**config.mk**
```make
export PLATFORM = sky130hd
export DESIGN_NAME = hamming_stream_encoder
export DESIGN_NICKNAME = d
export VERILOG_FILES = /design/src/rtl/hamming_stream_encoder.sv
export SDC_FILE = /design/constraint.sdc
export NUM_CORES = 1
export LEC_CHECK = 0
export ABC_AREA = 1
export CAP_MARGIN = 15
export CORE_ASPECT_RATIO = 1.1
export CORE_UTILIZATION = 30
export DETAILED_ROUTE_END_ITERATION = 10
export SLEW_MARGIN = 10
export SYNTH_ARGS = -nofsm -noshare
export SYNTH_HDL_FRONTEND = slang
export SYNTH_SLANG_ARGS = --single-unit
```
**constraint.sdc**
```tcl
create_clock -name clk -period 1.2 [get_ports clk]
set_input_delay 0.24 -clock clk [delete_from_list [all_inputs] [get_ports clk]]
set_output_delay 0.24 -clock clk [all_outputs]
set_load 0.05 [all_outputs]
```
**src/rtl/hamming_stream_encoder.sv**
```systemverilog
// Two-stage pipelined systematic Hamming encoder (optional SECDED bit) with a
// valid/ready stream interface and a delivered-codeword counter.
module hamming_stream_encoder #(
  parameter int DATA_W = 4,
  parameter int SECDED = 0,
  localparam int R = (DATA_W <= 1)  ? 2 :
                     (DATA_W <= 4)  ? 3 :
                     (DATA_W <= 11) ? 4 :
                     (DATA_W <= 26) ? 5 : 6,
  localparam int CW_W = DATA_W + R + SECDED
) (
  input  logic              clk,
  input  logic              rst_n,
  input  logic [DATA_W-1:0] data_i,
  input  logic              valid_i,
  output logic              ready_o,
  output logic [CW_W-1:0]   data_o,
  output logic              valid_o,
  input  logic              ready_i,
  output logic [31:0]       word_cnt_o
);

  // Bit j*DATA_W+i is set when data bit i sits at a codeword position with bit j set.
  function automatic logic [R*DATA_W-1:0] calc_masks();
    logic [R*DATA_W-1:0] m;
    int pos;
    m   = '0;
    pos = 2;
    for (int i = 0; i < DATA_W; i++) begin
      pos = pos + 1;
      if ((pos & (pos - 1)) == 0) pos = pos + 1;
      for (int j = 0; j < R; j++)
        if (((pos >> j) & 1) != 0) m[j*DATA_W + i] = 1'b1;
    end
    return m;
  endfunction

  localparam logic [R*DATA_W-1:0] MASKS = calc_masks();

  logic [DATA_W-1:0] s1_data;
  logic [R-1:0]      s1_par;
  logic              v1;
  logic              v2;
  logic [R-1:0]      par;
  logic [CW_W-1:0]   cw_next;
  logic              load2;
  logic              in_xfer;

  always_comb begin
    par = '0;
    for (int j = 0; j < R; j++)
      par[j] = ^(data_i & MASKS[j*DATA_W +: DATA_W]);
  end

  always_comb begin
    cw_next = '0;
    cw_next[DATA_W+R-1:0] = {s1_par, s1_data};
    if (SECDED != 0) cw_next[CW_W-1] = ^{s1_par, s1_data};
  end

  assign load2   = !v2 || ready_i;
  assign ready_o = !v1 || load2;
  assign in_xfer = valid_i && ready_o;
  assign valid_o = v2;

  always_ff @(posedge clk or negedge rst_n) begin
    if (!rst_n) begin
      s1_data <= '0;
      s1_par  <= '0;
      v1      <= 1'b0;
    end else if (in_xfer) begin
      s1_data <= data_i;
      s1_par  <= par;
      v1      <= 1'b1;
    end else if (load2) begin
      v1      <= 1'b0;
    end
  end

  // Stage 2 only takes new data when stage 1 actually holds a word.
  always_ff @(posedge clk or negedge rst_n) begin
    if (!rst_n) begin
      data_o <= '0;
      v2     <= 1'b0;
    end else if (load2) begin
      v2 <= v1;
      if (v1) data_o <= cw_next;
    end
  end

  always_ff @(posedge clk or negedge rst_n) begin
    if (!rst_n) begin
      word_cnt_o <= '0;
    end else if (v2 && ready_i) begin
      word_cnt_o <= word_cnt_o + 32'd1;
    end
  end

endmodule
```
==> results of run 1 <==
## what timing repair did
| item | in CTS | in global routing |
|---|---|---|
| endpoints found under the setup margin | 66 | 73 |
| hold buffers | 1 | 0 |
| pin swaps | 19 | 17 |
| buffers inserted | 30 | 16 |
| endpoints found under the hold margin | 15 | 0 |
| resized for setup | 53 | 29 |
## cell families (layout without fill, tap and decap cells)
logic type | Yosys count | in the layout | synth area share
AO/OA/AOI/OAI | 8 | 8 | 0.0161
adder cells (fa/ha/maj) | 1 | 1 | 0.00502
flip-flops | 48 | 48 | 0.482
multiplexers | 5 | 5 | 0.0226
AND/OR/NAND/NOR | 151 | 151 | 0.320
XOR/XNOR | 28 | 28 | 0.101
buffers and inverters | 33 | 186 | 0.0527
## stage by stage
step	setup slack [ns]	cell area, um2	setup TNS (ns)	instances
6_report	-0.187	4840	-4.69	535
3_5_place_dp	-0.492	4130	-15.67	489
4_1_cts	-0.164	4700	-4.47	527
5_1_grt	-0.289	4840	-8.03	535
2_1_floorplan	-0.296	2630	-4.98	274
3_3_place_gp	-0.473	4130	-15.00	489
## final cells by class
type	instances	area share
tap	108	0.0279
clock buffer	5	0.0142
timing repair buffer	146	0.369
multi-input combinational	193	0.293
clock inverter	3	0.0142
sequential	48	0.256
inverter	32	0.0258
## report_power, final
part	internal [mW]	switching, mW	leakage (nW)
Combinational	1.36	1.26	1.71
Clock	0.839	0.585	0.0687
Sequential	1.86	0.277	0.576
## worst register-to-register path, cell delays in order, from the launching register on
cell	delay, ns
dfrtp_2	0.42
ha_4	0.15
inv_4	0.04
nor2_4	0.11
buf_6	0.12
nand3_2	0.07
nor2_4	0.15
buf_4	0.13
xor2_1	0.13
## registers in the layout, indices dropped and copies added, names as in the netlist
name / count
data_o: 7
s1_par: 3
word_cnt_o: 32
v1: 1
valid_o: 1
s1_data: 4
## path summary, 6_finish.rpt
check	startpoint	endpoint	slack, ns	cells after the start
worst min register to register	s1_data[3]	s1_data[3]	0.50	2
worst max register to register	word_cnt_o[1]	word_cnt_o[20]	-0.19	8
max in group asynchronous	rst_n	word_cnt_o[16]	0.33	3
worst max-delay path	word_cnt_o[1]	word_cnt_o[20]	-0.19	8
min in group clk	ready_i	valid_o	0.44	4
worst min-delay path	rst_n	v1	0.39	2
## cells in the mapped netlist
cell type / number / share of area
nor2_2: 9 / 0.023
o21ai_0: 7 / 0.014
nor2_4: 10 / 0.045
inv_1: 31 / 0.047
nor4_1: 1 / 0.0025
o21ai_1: 1 / 0.0020
nand2_4: 3 / 0.014
dfrtp_1: 48 / 0.48
nor3_1: 4 / 0.0080
nor3_4: 1 / 0.0065
buf_6: 1 / 0.0045
nand2_1: 71 / 0.11
inv_2: 1 / 0.0015
xnor2_1: 9 / 0.032
ha_1: 1 / 0.0050
nor2_1: 17 / 0.026
nand3_2: 3 / 0.012
xor2_1: 18 / 0.063
nand3b_1: 2 / 0.0060
nor3_2: 2 / 0.0080
xnor2_2: 1 / 0.0065
nand2_2: 7 / 0.018
mux2_2: 5 / 0.023
nand3_1: 14 / 0.028
nand4_1: 7 / 0.018
## per-layer routing
layer	up-vias	wire length, um
met5	-	0
met4	0	80
met3	9	250
met2	51	3760
met1	1147	2930
li1	1158	-
==> impl_metrics.py, run 1 <==
metrics = {
    "route": {
        "drc_errors": 0,
        "firstDrtPassIters": 4,
        "first_iter_violations": 81,
        "routed_wl_um": 7020,
        "via_count": 2365,
        "post_drt_wl_per_cell_um": 13.1,
        "vias_per_cell": 4.42,
        "ant_nets": 0,
    },
    "clocking": {
        "ctsRootBufferMaster": "clkbuf_8",
        "clk_latency_ns": 0.31,
        "cts.sinks": 48,
        "path_clk_slew_ns": 0.10,
        "cts_buffers": 5,
        "cts_tree": "yes",
        "cts_max_level": 2,
        "clock_path_buffers": 2,
    },
    "timing": {
        "period_minus_slack_ns": 1.39,
        "period_share": 1.16,
        "skew_ns": 0.0124,
        "hold_violations": 0,
        "finalMaxSlewViolations": 0,
        "holdWs_ns": 0.395,
        "max_freq_mhz": 721,
        "setup_viol": 59,
        "max_slew_margin": 0.712,
        "grt_setup_unrepaired": "true",
        "setup_slack_ns": -0.187,
        "worst_pin_slew_ns": 0.432,
    },
    "power": {
        "power_density_nw_per_um2": 1280,
        "max-vdd-ir-drop_v": 0.000933,
        "total_power_mw": 6.18,
        "power_leakage_nw": 2.35,
    },
    "grt": {
        "grt_pass1_vias": 2411,
        "overflow": 0,
        "grt_pass1_wl_um": 11400,
        "grt_use_met1": 0.212,
        "grt_use_met3": 0.0357,
        "grt_start_max_net_pins": 20,
        "grt_use_total": 0.171,
        "antenna_found_initial": 0,
        "grtUsageMet2": 0.297,
        "gr-max-usage-layer": "met2",
    },
    "layout": {
        "fill_cells": 648,
        "diodes": 0,
        "area_growth_pct": 94.3,
        "regArea_um2": 1240,
        "nNetsFinal": 435,
        "multi_input_area_um2": 1420,
        "utilization": 0.605,
        "final_layout_size_suffix_gt1_frac": 0.585,
        "layout_common_cells": "60 x nand2_1, 60 x buf_4, 44 x buf_12",
    },
    "floorplanning": {
        "initial_core_util": 0.312,
        "fp.dieW_um": 88.9,
        "die_area_um2": 8680,
        "die_h_um": 97.6,
        "rows": 34,
        "fp.coreArea_um2": 8000,
        "io_pins": 49,
    },
    "worst_setup_path": {
        "critPathTopFamily": "flip-flops",
        "crit_top_cell": "nor2_4",
        "cp_max_fo": 4,
        "cp-start-kind": "flip-flop",
        "setup.worst_path.end_class": "flip-flop",
        "slowest_delay_ns": 0.42,
        "crit_chain": "ha_4 > inv_4 > nor2_4 > buf_6 > nand3_2 > nor2_4 > buf_4 > xor2_1",
        "worstSetupPathType": "flip-flop to flip-flop",
        "cp_num_buf_inv": 3,
        "cp.arrival_ns": 1.62,
        "required_ns": 1.43,
        "crit_slowest_cell": "dfrtp_2",
    },
    "synthesis": {
        "netlist_area_um2": 2490,
        "postSynthAreaPerCell_um2": 9.10,
        "synth_seq_area_share": 0.482,
        "ys_seq_elements": 48,
        "yosys_warnings": 0,
        "ys_types": 25,
        "syn_inst": 274,
        "synth_nets": 283,
    },
    "min_path": {
        "worstHoldPathType": "primary input to async pin",
    },
    "place": {
        "port_buffers": 48,
        "dp_hpwl_um": 4770,
        "routabilityCongestion": 0.837,
    },
    "job": {
        "cap_viol_max_count": 0,
    },
    "run_status": {
        "status": "finished, violations left",
        "violations": "setup timing",
    },
}
Power figures use the tool's default switching activity.
==> inputs of run 2 (changes only) <==
DONT_BUFFER_PORTS = 1   (was unset)
clock period = 1.6 ns   (was 1.2 ns; I/O delays follow)
==> impl_metrics.py, run 2 (synthesis results as in run 1) <==
metrics = {
    "timing": {
        "setup_viol": 0,
        "period_minus_slack_ns": 1.54,
        "grt_setup_unrepaired": "false",
        "worst_pin_slew_ns": 0.518,
        "max_slew_margin": 0.655,
        "holdWs_ns": 0.131,
        "period_share": 0.963,
        "fin_setup_tns_ns": 0,
        "hold_violations": 0,
        "max_freq_mhz": 649,
        "finalMaxSlewViolations": 0,
        "skew_ns": 0.00985,
    },
    "worst_setup_path": {
        "cp_max_fo": 3,
        "cp-start-kind": "flip-flop",
        "cp.arrival_ns": 1.22,
        "required_ns": 1.28,
        "critPathTopFamily": "buffers and inverters",
        "worstSetupPathType": "flip-flop to output port",
        "crit_slowest_cell": "dfrtp_2",
        "crit_chain": "buf_4 > nand3_2 > buf_4",
        "setup.worst_path.end_class": "output port",
        "cp_num_buf_inv": 2,
        "crit_top_cell": "buf_4",
        "slowest_delay_ns": 0.41,
    },
    "clocking": {
        "path_clk_slew_ns": 0.09,
        "clk_latency_ns": 0.30,
        "cts.sinks": 48,
        "cts_tree": "yes",
        "clock_path_buffers": 2,
        "cts_buffers": 5,
        "cts_max_level": 2,
        "ctsRootBufferMaster": "clkbuf_8",
    },
    "layout": {
        "diodes": 0,
        "mostFrequentLayoutCell": "nand2_1",
        "nNetsFinal": 326,
        "area_growth_pct": 22.0,
        "largest_reg_flops": 32,
        "final_area_um2": 3040,
        "reg_top3": "word_cnt_o (32), data_o (7), s1_data (4)",
        "final_layout_size_suffix_gt1_frac": 0.296,
        "layout_common_cells": "71 x nand2_1, 43 x dfrtp_1, 34 x buf_4",
        "regMostFlops": "word_cnt_o",
    },
    "power": {
        "power_density_nw_per_um2": 1090,
        "power_frac_comb": 0.239,
        "power_leakage_nw": 1.50,
        "p_clk_frac": 0.231,
        "max-vdd-ir-drop_v": 0.000648,
        "internal-power_mw": 1.99,
        "p_switching_mw": 1.32,
        "power_switching_share": 0.399,
        "seqPwrFrac": 0.530,
        "total_power_mw": 3.32,
    },
    "place": {
        "post_dp_cell_area_um2": 2900,
        "port_buffers": 0,
        "routabilityCongestion": 0.844,
        "dp_hpwl_um": 4230,
    },
    "route": {
        "via_count": 1857,
        "ant_nets": 0,
        "drc_errors": 0,
        "first_iter_violations": 60,
        "firstDrtPassIters": 4,
        "post_drt_wl_per_cell_um": 12.5,
        "routed_wl_um": 5330,
        "vias_per_cell": 4.36,
    },
    "floorplanning": {
        "fp.dieW_um": 88.9,
        "die_h_um": 97.6,
        "fp.coreArea_um2": 8000,
        "rows": 34,
        "die_area_um2": 8680,
        "initial_core_util": 0.312,
        "io_pins": 49,
    },
    "grt": {
        "overflow": 0,
        "grt_use_met3": 0.0476,
        "grt_pass1_vias": 1854,
        "gr-max-usage-layer": "met2",
        "grt_start_max_net_pins": 49,
        "antenna_found_initial": 0,
        "grt_use_total": 0.137,
        "grt_use_met1": 0.173,
        "grt_pass1_wl_um": 9070,
        "grtUsageMet2": 0.218,
    },
    "min_path": {
        "worstHoldPathType": "primary input to flip-flop",
    },
    "run_status": {
        "status": "finished, final reports clean",
    },
    "job": {
        "cap_viol_max_count": 0,
    },
}
-- run 2: cell types whose count changed in the layout (fill, tap and decap cells not counted), sizes merged --
| cell | delta |
|---|---|
| buf | -103 |
| clkinvlp | +2 |
| dlygate4sd2 | -1 |
| bufinv | -2 |
| clkdlybuf4s50 | -5 |
| clkbuf | +1 |
| inv | -1 |
-- run 2: per-stage QoR --
| stage | cells | utilization | setup WS [ns] |
|---|---|---|---|
| after floorplan | 274 | - | 0.00319 |
| after global placement | 416 | 0.363 | 0.181 |
| after detailed placement | 416 | 0.363 | 0.147 |
| after CTS | 426 | 0.380 | 0.0451 |
| after global routing | 426 | 0.380 | 0.0120 |
| final | 426 | 0.380 | 0.0590 |
-- run 2: path summary, 6_finish.rpt --
path                                 endpoint  cells past startpoint       from  slack, ns
worst max-delay path                  ready_o                      3    valid_o       0.06
worst min-delay path               s1_data[3]                      2  data_i[3]       0.13
worst max register to register      data_o[0]                      4    valid_o       0.15
worst min register to register      s1_par[1]                      2  s1_par[1]       0.49
max in group asynchronous       word_cnt_o[0]                      2      rst_n       0.85
min in group asynchronous           s1_par[0]                      2      rst_n       0.49
-- run 2: layout make-up --
type	count	area, um2
Timing Repair Buffer	37	313
Fill cell	843	4960
Clock buffer	6	82.6
Tap cell	108	135
Sequential cell	48	1210
Inverter	32	120
Clock inverter	2	15.0
Multi-Input combinational cell	193	1170
-- run 2: metal layers --
| layer | part of all wire | wire length, um |
|---|---|---|
| met4 | 0.012 | 62 |
| met5 | 0 | 0 |
| met2 | 0.49 | 2600 |
| met1 | 0.43 | 2310 |
| met3 | 0.068 | 364 |
-- run 2: timing repair --
item	CTS	global route
hold buffers	2	0
buffers inserted	0	0
resized for setup	0	2
endpoints found under the setup margin	0	3
hold endpoints to repair	48	0
-- run 2: power by group through the flow --
stage | sequential, mW | combinational, mW | clock [mW]
2_1_floorplan | 2.01 | 0.311 | 0
4_1_cts | 1.76 | 0.805 | 0.801
3_5_place_dp | 1.79 | 0.769 | 0
6_report | 1.76 | 0.793 | 0.765
5_1_grt | 1.79 | 0.864 | 0.850
3_3_place_gp | 1.78 | 0.751 | 0
